--- src/rtl/gmii_tx_sched.sv ---
// Packet scheduler for one gmii_tx framer shared by a video FIFO and an aux FIFO.
// Grants one source per packet (round-robin), muxes FIFO data and holds the inter-frame gap.
module gmii_tx_sched #(
  parameter int CW            = 11,
  parameter int VID_PKT_WORDS = 400,
  parameter int AUX_MAX_WORDS = 64,
  parameter int IFG_CYCLES    = 12,
  parameter int START_TO      = 32
) (
  input  logic          tx_clk,
  input  logic          sys_rst_n,
  input  logic          enable,
  input  logic [CW-1:0] vid_count,
  input  logic          vid_empty,
  input  logic [23:0]   vid_dout,
  output logic          vid_rd_en,
  input  logic [CW-1:0] aux_count,
  input  logic          aux_empty,
  input  logic [23:0]   aux_dout,
  output logic          aux_rd_en,
  output logic          fr_start,
  output logic          fr_src,
  output logic [11:0]   fr_len,
  output logic [15:0]   fr_seq,
  input  logic          fr_busy,
  input  logic          fr_done,
  input  logic          fr_rd_en,
  output logic [23:0]   fr_dout,
  output logic          fr_empty,
  output logic          err_to
);

  typedef enum logic [2:0] {S_IDLE, S_START, S_WAIT, S_SEND, S_IFG} state_t;

  state_t      state, state_nxt;
  logic        last_src;
  logic [15:0] vid_seq, aux_seq;
  logic [11:0] words_rd;
  logic [15:0] timer;

  logic        vid_ok, aux_ok, grant, pick_aux;
  logic        timeout_hit, ifg_hit, rd_ok;
  logic [11:0] aux_len;

  assign vid_ok   = vid_count >= CW'(VID_PKT_WORDS);
  assign aux_ok   = (aux_count != '0) && !aux_empty;
  assign grant    = enable && (vid_ok || aux_ok);
  // With both eligible the source that lost the previous grant wins.
  assign pick_aux = aux_ok && (!vid_ok || !last_src);
  assign aux_len  = (aux_count > CW'(AUX_MAX_WORDS)) ? 12'(AUX_MAX_WORDS) : 12'(aux_count);

  assign timeout_hit = (state == S_WAIT) && !fr_busy && (timer == 16'(START_TO - 1));
  assign ifg_hit     = (timer == 16'(IFG_CYCLES - 1));
  assign rd_ok       = fr_rd_en && (words_rd < fr_len);

  // NOTE: state and datapath registers use non-blocking assignments so every
  // flop samples pre-edge values regardless of block ordering.
  always_ff @(posedge tx_clk or negedge sys_rst_n) begin
    if (!sys_rst_n) state <= S_IDLE;
    else            state <= state_nxt;
  end

  always_comb begin
    // NOTE: defaults first, so no path through the case leaves an output
    // unassigned and no latch is inferred.
    state_nxt = state;
    fr_start  = 1'b0;
    vid_rd_en = 1'b0;
    aux_rd_en = 1'b0;
    fr_dout   = '0;
    fr_empty  = 1'b1;
    case (state)
      S_IDLE:  if (grant) state_nxt = S_START;
      S_START: begin
        fr_start  = 1'b1;
        state_nxt = S_WAIT;
      end
      S_WAIT: begin
        if (fr_busy)          state_nxt = S_SEND;
        else if (timeout_hit) state_nxt = S_IFG;
      end
      S_SEND: begin
        vid_rd_en = rd_ok && !fr_src && !vid_empty;
        aux_rd_en = rd_ok &&  fr_src && !aux_empty;
        fr_dout   = fr_src ? aux_dout : vid_dout;
        fr_empty  = (words_rd == fr_len) || (fr_src ? aux_empty : vid_empty);
        if (fr_done) state_nxt = S_IFG;
      end
      S_IFG:   if (ifg_hit) state_nxt = S_IDLE;
      default: state_nxt = S_IDLE;
    endcase
  end

  always_ff @(posedge tx_clk or negedge sys_rst_n) begin
    if (!sys_rst_n) begin
      fr_src   <= 1'b0;
      fr_len   <= '0;
      fr_seq   <= '0;
      err_to   <= 1'b0;
      last_src <= 1'b1;  // makes video the first winner after reset
      vid_seq  <= '0;
      aux_seq  <= '0;
      words_rd <= '0;
      timer    <= '0;
    end else begin
      if (vid_rd_en || aux_rd_en) words_rd <= words_rd + 12'd1;
      case (state)
        S_IDLE: begin
          if (grant) begin
            fr_src   <= pick_aux;
            fr_len   <= pick_aux ? aux_len : 12'(VID_PKT_WORDS);
            fr_seq   <= pick_aux ? aux_seq : vid_seq;
            last_src <= pick_aux;
          end
        end
        S_START: begin
          if (fr_src) aux_seq <= aux_seq + 16'd1;
          else        vid_seq <= vid_seq + 16'd1;
          words_rd <= '0;
          timer    <= '0;
        end
        S_WAIT: begin
          if (!fr_busy) begin
            timer <= timeout_hit ? 16'd0 : timer + 16'd1;
            if (timeout_hit) err_to <= 1'b1;
          end
        end
        S_SEND: if (fr_done) timer <= '0;
        S_IFG: begin
          if (ifg_hit) begin
            timer  <= '0;
            fr_src <= 1'b0;
            fr_len <= '0;
          end else begin
            timer <= timer + 16'd1;
          end
        end
        default: ;
      endcase
    end
  end

endmodule

--- config.mk ---
export PLATFORM = sky130hd
export DESIGN_NAME = gmii_tx_sched
export DESIGN_NICKNAME = d
export VERILOG_FILES = /design/src/rtl/gmii_tx_sched.sv
export SDC_FILE = /design/constraint.sdc
export NUM_CORES = 1
export LEC_CHECK = 0
export BUFFER_PORTS_ARGS = -buffer_cell sky130_fd_sc_hd__clkbuf_2
export CORE_MARGIN = 5
export CORE_UTILIZATION = 30
export CTS_CLUSTER_DIAMETER = 30
export DETAILED_ROUTE_END_ITERATION = 10
export SYNTH_ARGS = -nofsm -noshare
export SYNTH_HDL_FRONTEND = slang
export SYNTH_SLANG_ARGS = --single-unit
export TNS_END_PERCENT = 20
--- constraint.sdc ---
create_clock -name tx_clk -period 4.9 [get_ports tx_clk]
set_input_delay 0.735 -clock tx_clk [delete_from_list [all_inputs] [get_ports tx_clk]]
set_output_delay 0.735 -clock tx_clk [all_outputs]
set_load 0.02 [all_outputs]
; ---- Yosys cells after proc, flatten, opt, wreduce, memory -nomap -nowiden
; Index checks and enable logic that the tools add are counted.
[classes]
addsub = 4
magnitude_cmp = 3
reduce_logical = 32
bitwise = 2
mux = 29
n_eq_ne = 12
[ops]
columns = cell, n
row1 = 2-to-1 mux 16 bit, 5
row2 = case mux 16 bit (4 select lines), 1
row3 = "adder 16 x 1 -> 16 bit, second input constant", 3
row4 = 2-to-1 mux 12 bit, 4
row5 = 2-to-1 mux 24 bit, 2
row6 = case mux 12 bit (2 select lines), 1
row7 = 2-to-1 mux 11 bit, 2
row8 = "equality test 16 x 4 -> 1 bit, second input constant", 1
row9 = "equality test 16 x 5 -> 1 bit, second input constant", 1
row10 = 2-to-1 mux 3 bit, 5
row11 = case mux 3 bit (5 select lines), 1
row12 = "adder 12 x 1 -> 12 bit, second input constant", 1
row13 = equality test 12 bit, 1
row14 = < comparator 12 bit, 1
row15 = ">= comparator 11 x 9 -> 1 bit, second input constant", 1
row16 = "greater-than comparator 11 x 7 -> 1 bit, second input constant", 1
row17 = nonzero test 11 bit, 1
row18 = logical AND 1 bit, 10
row19 = AND reduction 3 bit, 3
row20 = "!= test 2 bit, second input constant", 4
row21 = 2-to-1 mux 1 bit, 7
row22 = "equality test 3 x 2 -> 1 bit, second input constant", 2
row23 = zero test 1 bit, 6
row24 = AND reduction 2 bit, 3
row25 = 10 further kinds, 15
[totals]
reg_bits = 94
word_cells = 92
input_bits = 78
out_inout_bits = 58

; ---- Depth between registers and ports, before layout
; Gate-level depths: netlist (run 1).
[logic_depth]
ltp_word = 8
mapped_depth = 10
mapped_depth_nobuf = 8

; ---- Worst setup path after synthesis (run 1)
; Ideal clock, no wire load.
[synth_timing]
path_kind = register -> output
startpoint = register fr_len[1]
endpoint = output port aux_rd_en
slack_ns = 1.762
n_path_buf = 2
path_stages_with_launch = 10
required_time_ns = 4.165
arrival_ns = 2.403
path_cell_list = dfrtp_1 > inv_1 > ha_1 > nor2b_1 > o211ai_1 > a21oi_1 > or2_0 > clkbuf_1 > clkbuf_1 > nor4_1
[synth_between]
elab_chain_cells = 5
[synth_rtl]
columns = element, line
row1 = from (decl), 23  ; output logic [11:0] fr_len,
row2 = from (signal assigned), 111  ; fr_len <= pick_aux ? aux_len : 12'(VID_PKT_WORDS);
row3 = < comparator 12 bit, 54  ; assign rd_ok = fr_rd_en && (words_rd < fr_len);
row4 = logical AND 1 bit, 54
row5 = logical AND 1 bit (2 in series), 84  ; aux_rd_en = rd_ok && fr_src && !aux_empty;
row6 = 2-to-1 mux 1 bit, 72  ; case (state)
row7 = to (decl), 20  ; output logic aux_rd_en,
; Every way passes these cells.

; ---- Final worst setup path (run 1)
[layout_timing]
startpoint = register words_rd[9]
endpoint = output port aux_rd_en
[layout_between]
elab_chain_cells = 5
[layout_rtl]
columns = element, line
row1 = from (decl), 38  ; logic [11:0] words_rd;
row2 = from (signal assigned), 106  ; if (vid_rd_en || aux_rd_en) words_rd <= words_rd + 12'd1;
row3 = < comparator 12 bit, 54
row4 = logical AND 1 bit, 54
row5 = logical AND 1 bit (2 in series), 84
row6 = 2-to-1 mux 1 bit, 72
; Every way passes these cells.

==> run metrics, run 1 <==
Post-Syn Instances 535; f_max 291 MHz; I/O pin total 136; kind of critical path reg2out; Post-synth EDFFs 0; setup bufs post-CTS 0; final worst-path cycle share 70.2%; vias per inst 4.75; DP HPWL 9890 um; distinct cell type count after synthesis 60; n_diodes 0; CP arrival 2700 ps; first-pass GRT wire length 21400 um; H-tree depth 3; Vias 4199; CP cell instances ha_1 -> and3b_1 -> nand4_1 -> a21oi_1 -> or2_0 -> nor4_1 -> clkbuf_2; Starting Density 30.8%; Root Driver clkbuf_16; final hold violation count 0; post-route ant nets 0; Ys Warns 0; drt wl/cell 14.7 um; gpl congestion 0.777; CP max stage cell or2_0; top fanout value on the critical path 16; worst skew pair latency 350 ps; row cnt 47; max-cap violations 0; Slew HR 43.9%; remaining global-route overflow 0; RSZ-0062 raised after global routing no; vias in the first global route 4175; hold slack 459 ps; sequential area share after synthesis 45.3%; setup ws final 1460 ps; first drt pass iteration count 4; status completed; Pwr Density 425 nW/um^2; share of the synthesized area in the top cell type 44.8%; Pleak 0.00309 uW; clock skew 9.08 ps; post-cts resize count 0; Syn Nets 628; final setup TNS 0 ps; top cells by area, synth dfrtp_1, mux2i_1, nand2_1; min cycle time layout 3440 ps; peak supply drop 207 uV; Hold-fix buffers, CTS 0; Tightest Pin Transition 841 ps; Critical Path RT 4160 ps; initial DRC count 219; Buffers on Ports 130; GRT Util Overall 13.3%; Syn-to-layout area delta 23.2%; Mapped Area 5140 sq um; largest net degree at the start of global routing 59; Net count, final 752; cell accounting for the most synthesized area dfrtp_1; clock sink total 93; Top FF cell, synth dfrtp_1; count of pins over their slew limit 0; worst hold path class in2async; core area 16700 sq um; CTS tree done; crit end category primary output; Critical Path Max Stage Delay 700 ps; CTS max path bufs 2; Tot Pwr 2690 uW; die height 141 um; initial antenna violation count 0; Die Wd 141 um; #FFs+latches synth 93; DRC Markers 0; syn_area_per_cell 9.61 sq um; Total Wirelength 13000 um; Clock Pin Slew Worst Setup and Hold Paths 70 ps; Setup WS pre-CTS 1620 ps; Post-synth ARST share 100%; Startpoint Class flop; die area 19800 sq um; share of cells above drive strength 1 24.8%; final core utilization 37.9%; Num CTS Buffers 9; Final setup viols 0
[layout make-up]
| type | count | area (sq um) |
|---|---|---|
| Clock buffer | 9 | 225 |
| Clock inverter | 7 | 105 |
| Fill cell | 1684 | 10400 |
| Inverter | 20 | 75.1 |
| Multi-Input combinational cell | 399 | 2620 |
| Sequential cell | 93 | 2330 |
| Tap cell | 220 | 275 |
| Timing Repair Buffer | 136 | 698 |
[state kept, by name, indices dropped and copies added, names as in the netlist]
register	flops
fr_seq	16
last_src	1
aux_seq	16
words_rd	12
timer	16
fr_src	1
state	3
err_to	1
fr_len	11
vid_seq	16
[cells in the final DEF (no fill, tap or decap), types with 6 or more instances in the layout]
cell type	count
inv_1	20
a21oi_1	13
clkbuf_2	129
nor3_1	11
nand3_1	19
ha_1	15
buf_4	7
o21ai_0	25
nor2_1	51
nor4_1	8
dfrtp_1	92
xor2_1	14
clkbuf_16	9
and3_1	17
or4_1	10
nand2_1	64
nand4_1	10
mux2i_1	45
a22o_1	7
xnor2_1	26
o31ai_1	6
[final timing paths]
check,from,endpoint,slack (ps),cells past startpoint
max in group asynchronous,sys_rst_n,last_src,3460,2
hold reg to reg,aux_seq[15],aux_seq[15],470,1
min in group tx_clk,aux_seq[15],aux_seq[15],470,1
setup / recovery,words_rd[9],aux_rd_en,1460,7
hold / removal,sys_rst_n,fr_seq[14],460,1
setup reg to reg,fr_src,words_rd[9],2180,7
[worst max-delay path: cells and delay by family, from the launching register on]
family | cells | cell delay, ps
AND/OR/NAND/NOR | 4 | 1170
AO/OA/AOI/OAI | 1 | 270
buffers and inverters | 1 | 200
flip-flops | 1 | 430
adder cells (fa/ha/maj) | 1 | 280
[cell families after synthesis]
family                     share of synthesized area [%]
AOI/OAI and AO/OA                                   9.69
xor gates and xnor gates                            6.82
adders and majority gates                           3.65
buffers and inverters                               3.65
DFF                                                 45.3
muxes                                               9.20
other                                             0.0730
and+or+nand+nor                                     21.6
[per-layer routing]
| layer | share of wire (%) | global-route usage (%) |
|---|---|---|
| met3 | 2.9 | 2.20 |
| met4 | 1.9 | 5.20 |
| met5 | 0 | 0 |
| met2 | 49 | 21.9 |
| met1 | 46 | 17.5 |
[stage by stage]
| step | instance area (sq um) | std cells |
|---|---|---|
| detailed placement | 6000 | 868 |
| CTS | 6330 | 884 |
| global placement | 6000 | 868 |
| floorplan | 5140 | 535 |
| global route | 6330 | 884 |
| finish | 6330 | 884 |
[report_power, final]
group | total, uW | leakage [uW] | switching, uW | internal (uW)
combinational | 917 | 0.00167 | 577 | 340
sequential | 994 | 0.00127 | 125 | 869
clock | 778 | 0.000159 | 322 | 456
total | 2690 | 0.00309 | 1020 | 1660
[synthesized netlist by cell type, types with 2 or more instances]
cell type,number
or4_1,10
ha_1,15
nand4b_1,2
o21ai_1,2
or2_1,2
nor2_1,51
inv_1,20
xnor2_1,26
nand4_1,10
buf_2,5
o211ai_1,3
xor2_1,14
nor2b_1,2
a41oi_1,2
nand2_1,64
nor3_1,11
o31ai_1,6
a22o_1,7
mux2_2,2
nor4_1,8
or3_1,5
a21o_1,4
nand2b_1,3
mux2i_1,45
a21oi_1,13
buf_4,3
o21ai_0,25
clkbuf_1,10
nand3_1,19
buf_1,3
dfrtp_1,92
o21bai_1,2
and2_1,4
and3_1,17
or2_2,2
o22ai_1,2
Note: power is estimated with default switching activity, not from simulation.
==> run 2: changes to the inputs <==
--- a/config.mk
+++ b/config.mk
@@ -5,6 +5,7 @@
 export SDC_FILE = /design/constraint.sdc
 export NUM_CORES = 1
 export LEC_CHECK = 0
+export ABC_AREA = 1
 export BUFFER_PORTS_ARGS = -buffer_cell sky130_fd_sc_hd__clkbuf_2
 export CORE_MARGIN = 5
 export CORE_UTILIZATION = 30
==> constraint.sdc (replaced) <==
create_clock -name tx_clk -period 3.2 [get_ports tx_clk]
set_input_delay 0.48 -clock tx_clk [delete_from_list [all_inputs] [get_ports tx_clk]]
set_output_delay 0.48 -clock tx_clk [all_outputs]
set_load 0.02 [all_outputs]
==> run 2 against run 1 <==
  * Combinational power rose by 70%
  * Count of clock-buffer cells in the layout rose by 5
  * Sequential power grew 48%
  * Global-route usage is 0.88 points higher
  * Area after synthesis is 20% higher
  * Total power up 56%
  * Critical endpoint is now vid_rd_en
==> run metrics, run 2 <==
status completed; final worst-path cycle share 81.4%; share of the synthesized area in the top cell type 37.3%; H-tree depth 3; Net Sw Frac 41.1%; Syn Nets 1013; Num CTS Buffers 9; cell accounting for the most synthesized area dfrtp_1; top cells by area, synth dfrtp_1, nand2_1, inv_1; first drt pass iteration count 5; worst skew pair latency 350 ps; sequential area share after synthesis 37.7%; setup bufs post-CTS 0; remaining global-route overflow 0; Net count, final 1133; RSZ-0062 raised after global routing no; worst hold path class in2async; Ys Warns 0; DRC Markers 0; Post-DP Area 7070 sq um; Total Wirelength 16500 um; Slew HR 49.1%; drt wl/cell 12.6 um; largest net degree at the start of global routing 50; peak supply drop 301 uV; Top FF cell, synth dfrtp_1; Post-synth ARST share 100%; delay-heaviest family, CP simple AND/OR/NAND/NOR gates; Worst setup startpoint words_rd[10]; commonest non-fill, non-tap cell in the layout nand2_1; initial DRC count 402; Syn-to-layout area delta 19.7%; syn_area_per_cell 6.71 sq um; worst flop-to-flop path startpoint state[1]; Clock Pin Slew Worst Setup and Hold Paths 70 ps; count of pins over their slew limit 0; Seq pwr share 35.1%; Comb power frac 37.3%; filler cell count in the final layout 2163; gpl congestion 0.849; share of cells above drive strength 1 17.2%; min cycle time layout 2600 ps; CP cell instances ha_1 -> nand2_1 -> nand3_1 -> a21oi_1 -> nand3_1 -> nor3_1 -> clkbuf_2; Startpoint Class flop; Post-synth EDFFs 0; vias per inst 4.47; Mapped Area 6180 sq um; Most common cell on crit path nand3_1; initial antenna violation count 0; CTS tree done; post-cts resize count 0; final hold violation count 0; post-route ant nets 0; n_diodes 0; Final setup viols 0; CTS max path bufs 2; Vias 5879; Critical Path RT 2720 ps; vias in the first global route 5521; CP arrival 2120 ps; top fanout value on the critical path 4; max-cap violations 0; Starting Density 30.5%; final setup TNS 0 ps; Post-Layout Cell Count 1315; die area 23600 sq um; clock sink total 93; first-pass GRT wire length 27900 um; DP HPWL 12600 um; Tightest Pin Transition 763 ps; Buffers on Ports 130; die height 153 um; Pwr Density 567 nW/um^2; crit end category primary output; kind of critical path reg2out; P_sw 1720 uW; Post-synth top cells nand2_1, inv_1, dfrtp_1; Post-Syn Instances 920; Hold-fix buffers, CTS 0; internal power 2470 uW; finished layout cell area 7390 sq um; GRT Util Overall 14.2%; distinct cell type count after synthesis 38; row cnt 52; most frequent cell after synthesis nand2_1; Root Driver clkbuf_16; f_max 384 MHz; core area 20200 sq um; I/O pin total 136; CP max stage cell dfrtp_1; Die Wd 153 um; placed insts 1299; Clk pwr share 27.6%; Pleak 0.00409 uW; clock skew 8.91 ps; Critical Path Max Stage Delay 420 ps; most frequent cells in the layout nand2_1, clkbuf_2, inv_1, dfrtp_1, nand3_1; #FFs+latches synth 93; CP bufs+invs 1
==> run 2: area by class of cell <==
class	instances	area, sq um	share of cell area [%]
multi-input cells	682	3240	43.9
inverters	118	448	6.06
flip-flops and latches	93	2330	31.5
clock inverters	2	38.8	0.525
clock buffers	14	284	3.84
repair buffers	136	711	9.61
well taps	270	338	4.57
==> run 2: path summary, 6_finish.rpt <==
| path | end | slack [ps] | cells after the start |
|---|---|---|---|
| setup / recovery | vid_rd_en | 600 | 7 |
| hold / removal | aux_seq[6] | 160 | 1 |
| setup reg to reg | fr_len[6] | 1110 | 7 |
| hold reg to reg | err_to | 460 | 2 |
| max in group asynchronous | words_rd[5] | 2370 | 2 |
| min in group tx_clk | state[0] | 450 | 3 |
==> run 2: per-layer routing <==
| layer | vias to the layer above | share of wire (%) | global-route usage [%] | routed length, um |
|---|---|---|---|---|
| li1 | 3110 | - | - | - |
| met1 | 2647 | 48 | 19.6 | 7890 |
| met2 | 96 | 47 | 23.0 | 7750 |
| met3 | 26 | 3.6 | 2.80 | 595 |
| met4 | 0 | 1.7 | 3.36 | 279 |
| met5 | - | 0 | 0 | 0 |
==> run 2: per-stage QoR <==
stage	hold slack, ps	utilization, %	total power, uW	setup slack (ps)
6_report	163	36.5	4190	596
5_1_grt	218	36.5	4530	436
2_1_floorplan	184	-	2660	1000
4_1_cts	190	36.5	4240	575
3_3_place_gp	448	34.9	3060	859
3_5_place_dp	454	34.9	3070	863
==> run 2: logic make-up (layout without fill, tap and decap cells) <==
logic type / after synthesis / after routing / share of synthesized area [%]
compound gates: 67 / 67 / 5.96
other cells: 1 / 1 / 0.0607
xor+xnor: 29 / 29 / 4.11
simple gates: 570 / 570 / 39.4
fa+ha+maj: 15 / 15 / 3.04
flops: 93 / 93 / 37.7
buf+inv: 145 / 270 / 9.77
==> run 2: power groups by stage <==
| stage | registers (uW) | logic (uW) | clock network, uW |
|---|---|---|---|
| 2_1_floorplan | 1520 | 1130 | 0 |
| 3_3_place_gp | 1490 | 1570 | 0 |
| 3_5_place_dp | 1490 | 1580 | 0 |
| 4_1_cts | 1470 | 1590 | 1180 |
| 5_1_grt | 1500 | 1790 | 1230 |
| 6_report | 1470 | 1560 | 1160 |
